File: src/rtl/pes_pump_driver.sv
// Pump motor driver for the plant-watering controller: enforces minimum and maximum
// on-time, a mandatory cooldown, and a lockout after repeated timed-out runs.
module pes_pump_driver #(
  parameter int unsigned MIN_ON       = 4,
  parameter int unsigned MAX_ON       = 16,
  parameter int unsigned COOLDOWN     = 8,
  parameter int unsigned MAX_TIMEOUTS = 3
) (
  input  logic       clk,
  input  logic       reset,
  input  logic       water_pump,
  input  logic       tank_empty,
  input  logic       clear_fault,
  output logic       pump_en,
  output logic [1:0] state,
  output logic       timeout_pulse,
  output logic       lockout,
  output logic [7:0] run_count
);

  localparam logic [1:0] ST_IDLE = 2'd0;
  localparam logic [1:0] ST_RUN  = 2'd1;
  localparam logic [1:0] ST_COOL = 2'd2;
  localparam logic [1:0] ST_LOCK = 2'd3;

  localparam logic [7:0] MIN_ON_C   = 8'(MIN_ON);
  localparam logic [7:0] MAX_ON_C   = 8'(MAX_ON);
  localparam logic [7:0] COOLDOWN_C = 8'(COOLDOWN);
  localparam logic [1:0] MAX_TO_C   = 2'(MAX_TIMEOUTS);

  logic [1:0] state_reg, state_next;
  logic [7:0] cnt_reg, cnt_next;
  logic [1:0] to_cnt_reg, to_cnt_next;
  logic [7:0] run_count_reg, run_count_next;
  logic       pump_en_reg, lockout_reg, timeout_reg, timeout_next;
  logic [1:0] to_cnt_inc;
  logic [7:0] run_count_inc;

  assign to_cnt_inc    = to_cnt_reg + 2'd1;
  assign run_count_inc = (run_count_reg == 8'hFF) ? run_count_reg : run_count_reg + 8'd1;

  // cnt_reg is 1 in the first cycle of RUN/COOL, so an exit compare against N gives N cycles.
  always_comb begin
    state_next     = state_reg;
    cnt_next       = cnt_reg;
    to_cnt_next    = to_cnt_reg;
    run_count_next = run_count_reg;
    timeout_next   = 1'b0;
    case (state_reg)
      ST_IDLE: begin
        cnt_next = 8'd0;
        if (water_pump && !tank_empty) begin
          state_next = ST_RUN;
          cnt_next   = 8'd1;
        end
      end
      ST_RUN: begin
        if (tank_empty) begin
          state_next = ST_LOCK;
          cnt_next   = 8'd0;
        end else if (cnt_reg == MAX_ON_C) begin
          timeout_next = 1'b1;
          to_cnt_next  = to_cnt_inc;
          if (to_cnt_inc == MAX_TO_C) begin
            state_next = ST_LOCK;
            cnt_next   = 8'd0;
          end else begin
            state_next     = ST_COOL;
            cnt_next       = 8'd1;
            run_count_next = run_count_inc;
          end
        end else if (!water_pump && (cnt_reg >= MIN_ON_C)) begin
          state_next     = ST_COOL;
          cnt_next       = 8'd1;
          to_cnt_next    = 2'd0;
          run_count_next = run_count_inc;
        end else begin
          cnt_next = cnt_reg + 8'd1;
        end
      end
      ST_COOL: begin
        if (cnt_reg == COOLDOWN_C) begin
          state_next = ST_IDLE;
          cnt_next   = 8'd0;
        end else begin
          cnt_next = cnt_reg + 8'd1;
        end
      end
      default: begin
        cnt_next = 8'd0;
        if (clear_fault && !tank_empty) begin
          state_next  = ST_IDLE;
          to_cnt_next = 2'd0;
        end
      end
    endcase
  end

  always_ff @(posedge clk) begin
    if (!reset) begin
      state_reg     <= ST_IDLE;
      cnt_reg       <= 8'd0;
      to_cnt_reg    <= 2'd0;
      run_count_reg <= 8'd0;
      pump_en_reg   <= 1'b0;
      lockout_reg   <= 1'b0;
      timeout_reg   <= 1'b0;
    end else begin
      state_reg     <= state_next;
      cnt_reg       <= cnt_next;
      to_cnt_reg    <= to_cnt_next;
      run_count_reg <= run_count_next;
      pump_en_reg   <= (state_next == ST_RUN);
      lockout_reg   <= (state_next == ST_LOCK);
      timeout_reg   <= timeout_next;
    end
  end

  assign pump_en       = pump_en_reg;
  assign state         = state_reg;
  assign timeout_pulse = timeout_reg;
  assign lockout       = lockout_reg;
  assign run_count     = run_count_reg;

endmodule
File: config.mk
export PLATFORM = sky130hd
export DESIGN_NAME = pes_pump_driver
export DESIGN_NICKNAME = d
export VERILOG_FILES = /design/src/rtl/pes_pump_driver.sv
export SDC_FILE = /design/constraint.sdc
export NUM_CORES = 1
export LEC_CHECK = 0
export BUFFER_PORTS_ARGS = -buffer_cell sky130_fd_sc_hd__buf_2
export CAP_MARGIN = 20
export CORE_MARGIN = 2
export CORE_UTILIZATION = 57
export CTS_BUF_LIST = sky130_fd_sc_hd__clkbuf_4 sky130_fd_sc_hd__clkbuf_8
export DETAILED_ROUTE_END_ITERATION = 16
export PLACE_DENSITY_LB_ADDON = 0.1
export RECOVER_POWER = 25
export SLEW_MARGIN = 10
export SYNTH_ARGS = -nofsm -noshare
export SYNTH_HDL_FRONTEND = slang
export SYNTH_SLANG_ARGS = --single-unit
File: constraint.sdc
create_clock -name clk -period 3.4 [get_ports clk]
set_input_delay 0.17 -clock clk [delete_from_list [all_inputs] [get_ports clk]]
set_output_delay 0.17 -clock clk [all_outputs]
set_load 0.005 [all_outputs]
Word-level counts from Yosys, hierarchy flattened
Cells that the tools add are included.

Flip-flop bits (word level): 23. Input port bits: 5. Output and inout port bits: 13. Logic and storage cells: 63.

Add/sub/neg operators: 3. Order comparisons: 1. Eq/ne operators: 11. Mux-type cells: 25. Bitwise operators: 4. Reduce and logical (&&, ||, !) cells: 12.

Operator list (number): 8-bit 2-to-1 mux (8); 8-bit one-hot mux with 3 select lines (1); 2-bit 2-to-1 mux (10); 8-bit by 1-bit adder with 8-bit output, second input constant (2); 8-bit by 4-bit equality test with 1-bit output, second input constant (1); 8-bit by 5-bit equality test with 1-bit output, second input constant (1); 8-bit equality test, second input constant (1); 8-bit by 3-bit >= comparator with 1-bit output, second input constant (1); 4-bit AND reduction (2); 2-bit equality test, second input constant (3); 2-bit one-hot mux with 3 select lines (1); 2-bit by 1-bit equality test with 1-bit output, second input constant (2); 1-bit 2-to-1 mux (4); 2-bit != test, second input constant (2); 1-bit inverter (4); 2-bit one-hot mux with 2 select lines (1); 2-bit nonzero test (2); 1-bit logical AND (3); 3-bit != test, second input constant (1); 3-bit OR reduction (1); 2-bit by 1-bit adder with 2-bit output, second input constant (1); 1-bit zero test (2); 2-bit zero test (1); 2-bit OR reduction (1).

Longest topological paths before layout
Depth after elaboration: 7. Gate-level depth with buffers: 8. Gate-level depth less buffers: 7.

Worst setup path after synthesis
No wires, ideal clock.

Path type: flip-flop to flip-flop. From: register cnt_reg[2]. To: register run_count_reg[4], in the netlist run_count[4]. Library setup time: 72 ps. Arrival time: 2284 ps. Data required time: 3328 ps. Path slack: 1044 ps. Cell stages (with the launch flop): 7. Path buffers: 1. Cell sequence: dfxtp_1 -> or4_4 -> o31a_4 -> or4_1 -> buf_2 -> or3_1 -> a21oi_1.

Word-level cells in the longest chain between the ends: 4. Elaborated cells between the ends (all ways): 7.

Ends and longest elaborated chain: from (decl) (line 32) `logic [7:0] cnt_reg, cnt_next;`; from (signal assigned) (line 110) `cnt_reg <= cnt_next;`; 8-bit by 3-bit >= comparator with 1-bit output (line 72) `end else if (!water_pump && (cnt_reg >= MIN_ON_C)) begin`; 1-bit logical AND (line 72); 2-bit nonzero test (no line); 4-bit AND reduction (no line); to (signal assigned) (line 112) `run_count_reg <= run_count_next;`; to (decl) (line 34) `logic [7:0] run_count_reg, run_count_next;`.

Parallel ways exist; a longest one is shown, timed or not. A chain may end at the register's enable or synchronous reset.

Worst setup path in the final report
Same ends and word-level chain as after synthesis.

==> results.ini <==
[logic_synthesis]
syn_area_mm2 = 0.001136
async_reset_ff_share_pct = 0
ys_ff_latch = 23
synth_edf_count = 0
ys_types = 36
synth-seq-area-share_pct = 40.53
avgSynthCellArea_um2 = 8.293
ys.flop_type = dfxtp_1
yosys_warnings = 0
synth_nets = 146
synth_cells = 137

[power_and_ir_drop]
p_comb_share_pct = 9.3
switchingPower_w = 0.0001100
ir_drop_mv = 0.2795
cellLeakagePower_nw = 0.5153
design_power_total_w = 0.0004562
p_int_w = 0.0003463
power_frac_clock_pct = 28.8
p_per_area_mw_per_mm2 = 361.7
pwr-share-seq_pct = 61.9
switching_share_pct = 24.10

[outcome]
outcome = finished, final reports clean

[final_layout]
utilization_pct = 65.63
area_growth_pct = 11.01
diodes = 0
fin_nets = 163
layout_common_cells = dfxtp_1 (23), nor2_1 (20), buf_2 (14)
drive_gt1_share_pct = 13.73
layout_commonest_cell = dfxtp_1

[cts]
clock_path_buffers = 2
clk_latency_ns = 0.31
cts_root_buf = clkbuf_4
cts_hold_buf = 0
cts_tree = yes
postCtsSetupBuffers = 0
clock-sinks = 23
cts_resized = 0
cts_buffers = 3
clk_pin_slew_ns = 0.12
h-tree-depth = 1

[setup_path]
crit_path_start_kind = flip-flop
end_kind = flip-flop
required_ns = 3.64
critPathKind = reg2reg
cp.arrival_ns = 2.75
worstPathMaxFanout = 8

[place]
io_buffer_count = 17
hpwl_um = 1675
gp_congestion = 0.8124

[global_route]
grt_overflow = 0
grt_usage_pct = 19.36
grt_pass1_wl_um = 3615
antenna_found_initial = 0
grt_max_degree = 14
grt_pass1_vias = 866

[floorplanning]
start_util_pct = 59.11
io_pins = 18
dieHeight_um = 48.65
die_w_um = 48.65
fp.dieArea_mm2 = 0.002366
num_rows = 16
design.core.area_mm2 = 0.001922

[sta]
fin_crit_sh_pct = 73.86
finClkSkew_ns = 0.002142
fin_worst_hold_slack_ns = 0.1293
period_needed_ns = 2.511
fmax_mhz = 398.2
finalSetupTns_ns = 0
worst_pin_slew_ns = 0.6337
hold_viol_final = 0
rsz0062_at_grt = no
slew-limit-headroom_pct = 57.16
drv_slew = 0
setup_viol = 0

[worst_hold_path]
holdCritPathClass = in2reg

[drt]
drc = 0
totalWireLength_um = 2139
vias_per_cell = 5.633
drt_pass1_iterations = 4
wl_per_cell_um = 11.88
final_antenna_net_count = 0
vias = 1014
drtIter0Drc = 32

[run]
drv_cap = 0

-- logic make-up after synthesis --
| group | count (synthesis) | share of synthesized area [%] |
|---|---|---|
| AO/OA/AOI/OAI | 28 | 16.85 |
| XOR/XNOR | 8 | 6.167 |
| adder cells (fa/ha/maj) | 4 | 4.405 |
| buffers and inverters | 15 | 5.065 |
| flip-flops | 23 | 40.53 |
| multiplexers | 1 | 0.8811 |
| AND/OR/NAND/NOR | 58 | 26.10 |
-- stage by stage --
stage	setup WS (ns)	area, um2	instances
final	0.8889	1261	180
after CTS	0.8770	1265	180
after global placement	0.9467	1235	176
after detailed placement	0.9078	1235	176
after floorplan	1.044	1136	137
after global routing	0.7721	1261	180
-- synth_stat cells, drive strengths merged (4+ instances only) --
cell type | n | area share (%)
a21oi | 7 | 3.1
clkbuf | 4 | 1.3
nor2 | 20 | 6.6
dfxtp | 23 | 41
ha | 4 | 4.4
xor2 | 4 | 3.1
and3 | 4 | 2.2
nand3 | 6 | 2.6
xnor2 | 4 | 3.1
o21ai | 8 | 3.5
or3 | 4 | 2.2
nand2 | 7 | 2.3
inv | 9 | 3.0
-- worst max-delay path, cell delays in order (launching register included) --
cell	delay, ns
dfxtp_1	0.35
or4_4	0.58
o31a_4	0.33
or4_1	0.67
or3_1	0.40
a21oi_1	0.13
-- power by group through the flow --
stage	logic (W)	clock network [W]	registers [W]
detailed placement	0.0000421	0	0.000288
CTS	0.0000424	0.000137	0.000282
floorplan	0.0000311	0	0.000285
global placement	0.0000417	0	0.000288
global route	0.0000472	0.000148	0.000284
finish	0.0000425	0.000131	0.000282
-- final cells by class --
class | instances | area [um2]
well taps | 27 | 33.78
clock buffers | 4 | 30.03
flip-flops and latches | 23 | 460.4
inverters | 10 | 37.54
multi-input cells | 99 | 618.1
repair buffers | 17 | 81.33
fillers | 173 | 660.6
-- layer usage --
metal | vias up | track usage (%) | wire length (um)
met5 | - | 0 | 0
li1 | 520 | - | -
met4 | 0 | 9.048 | 30
met3 | 4 | 3.704 | 152
met1 | 451 | 25.69 | 1026
met2 | 39 | 30.37 | 930
-- worst paths after layout --
path	start	to	slack, ns	cells after the start
min reg2reg	run_count[5]$_SDFFE_PN0P_	run_count[5]$_SDFFE_PN0P_	0.53	2
max reg2reg	cnt_reg[2]$_SDFF_PN0_	run_count[4]$_SDFFE_PN0P_	0.89	5
min	reset	to_cnt_reg[1]$_SDFFE_PN0P_	0.13	2
max	cnt_reg[2]$_SDFF_PN0_	run_count[4]$_SDFFE_PN0P_	0.89	5
(Power assumes the default switching activity.)
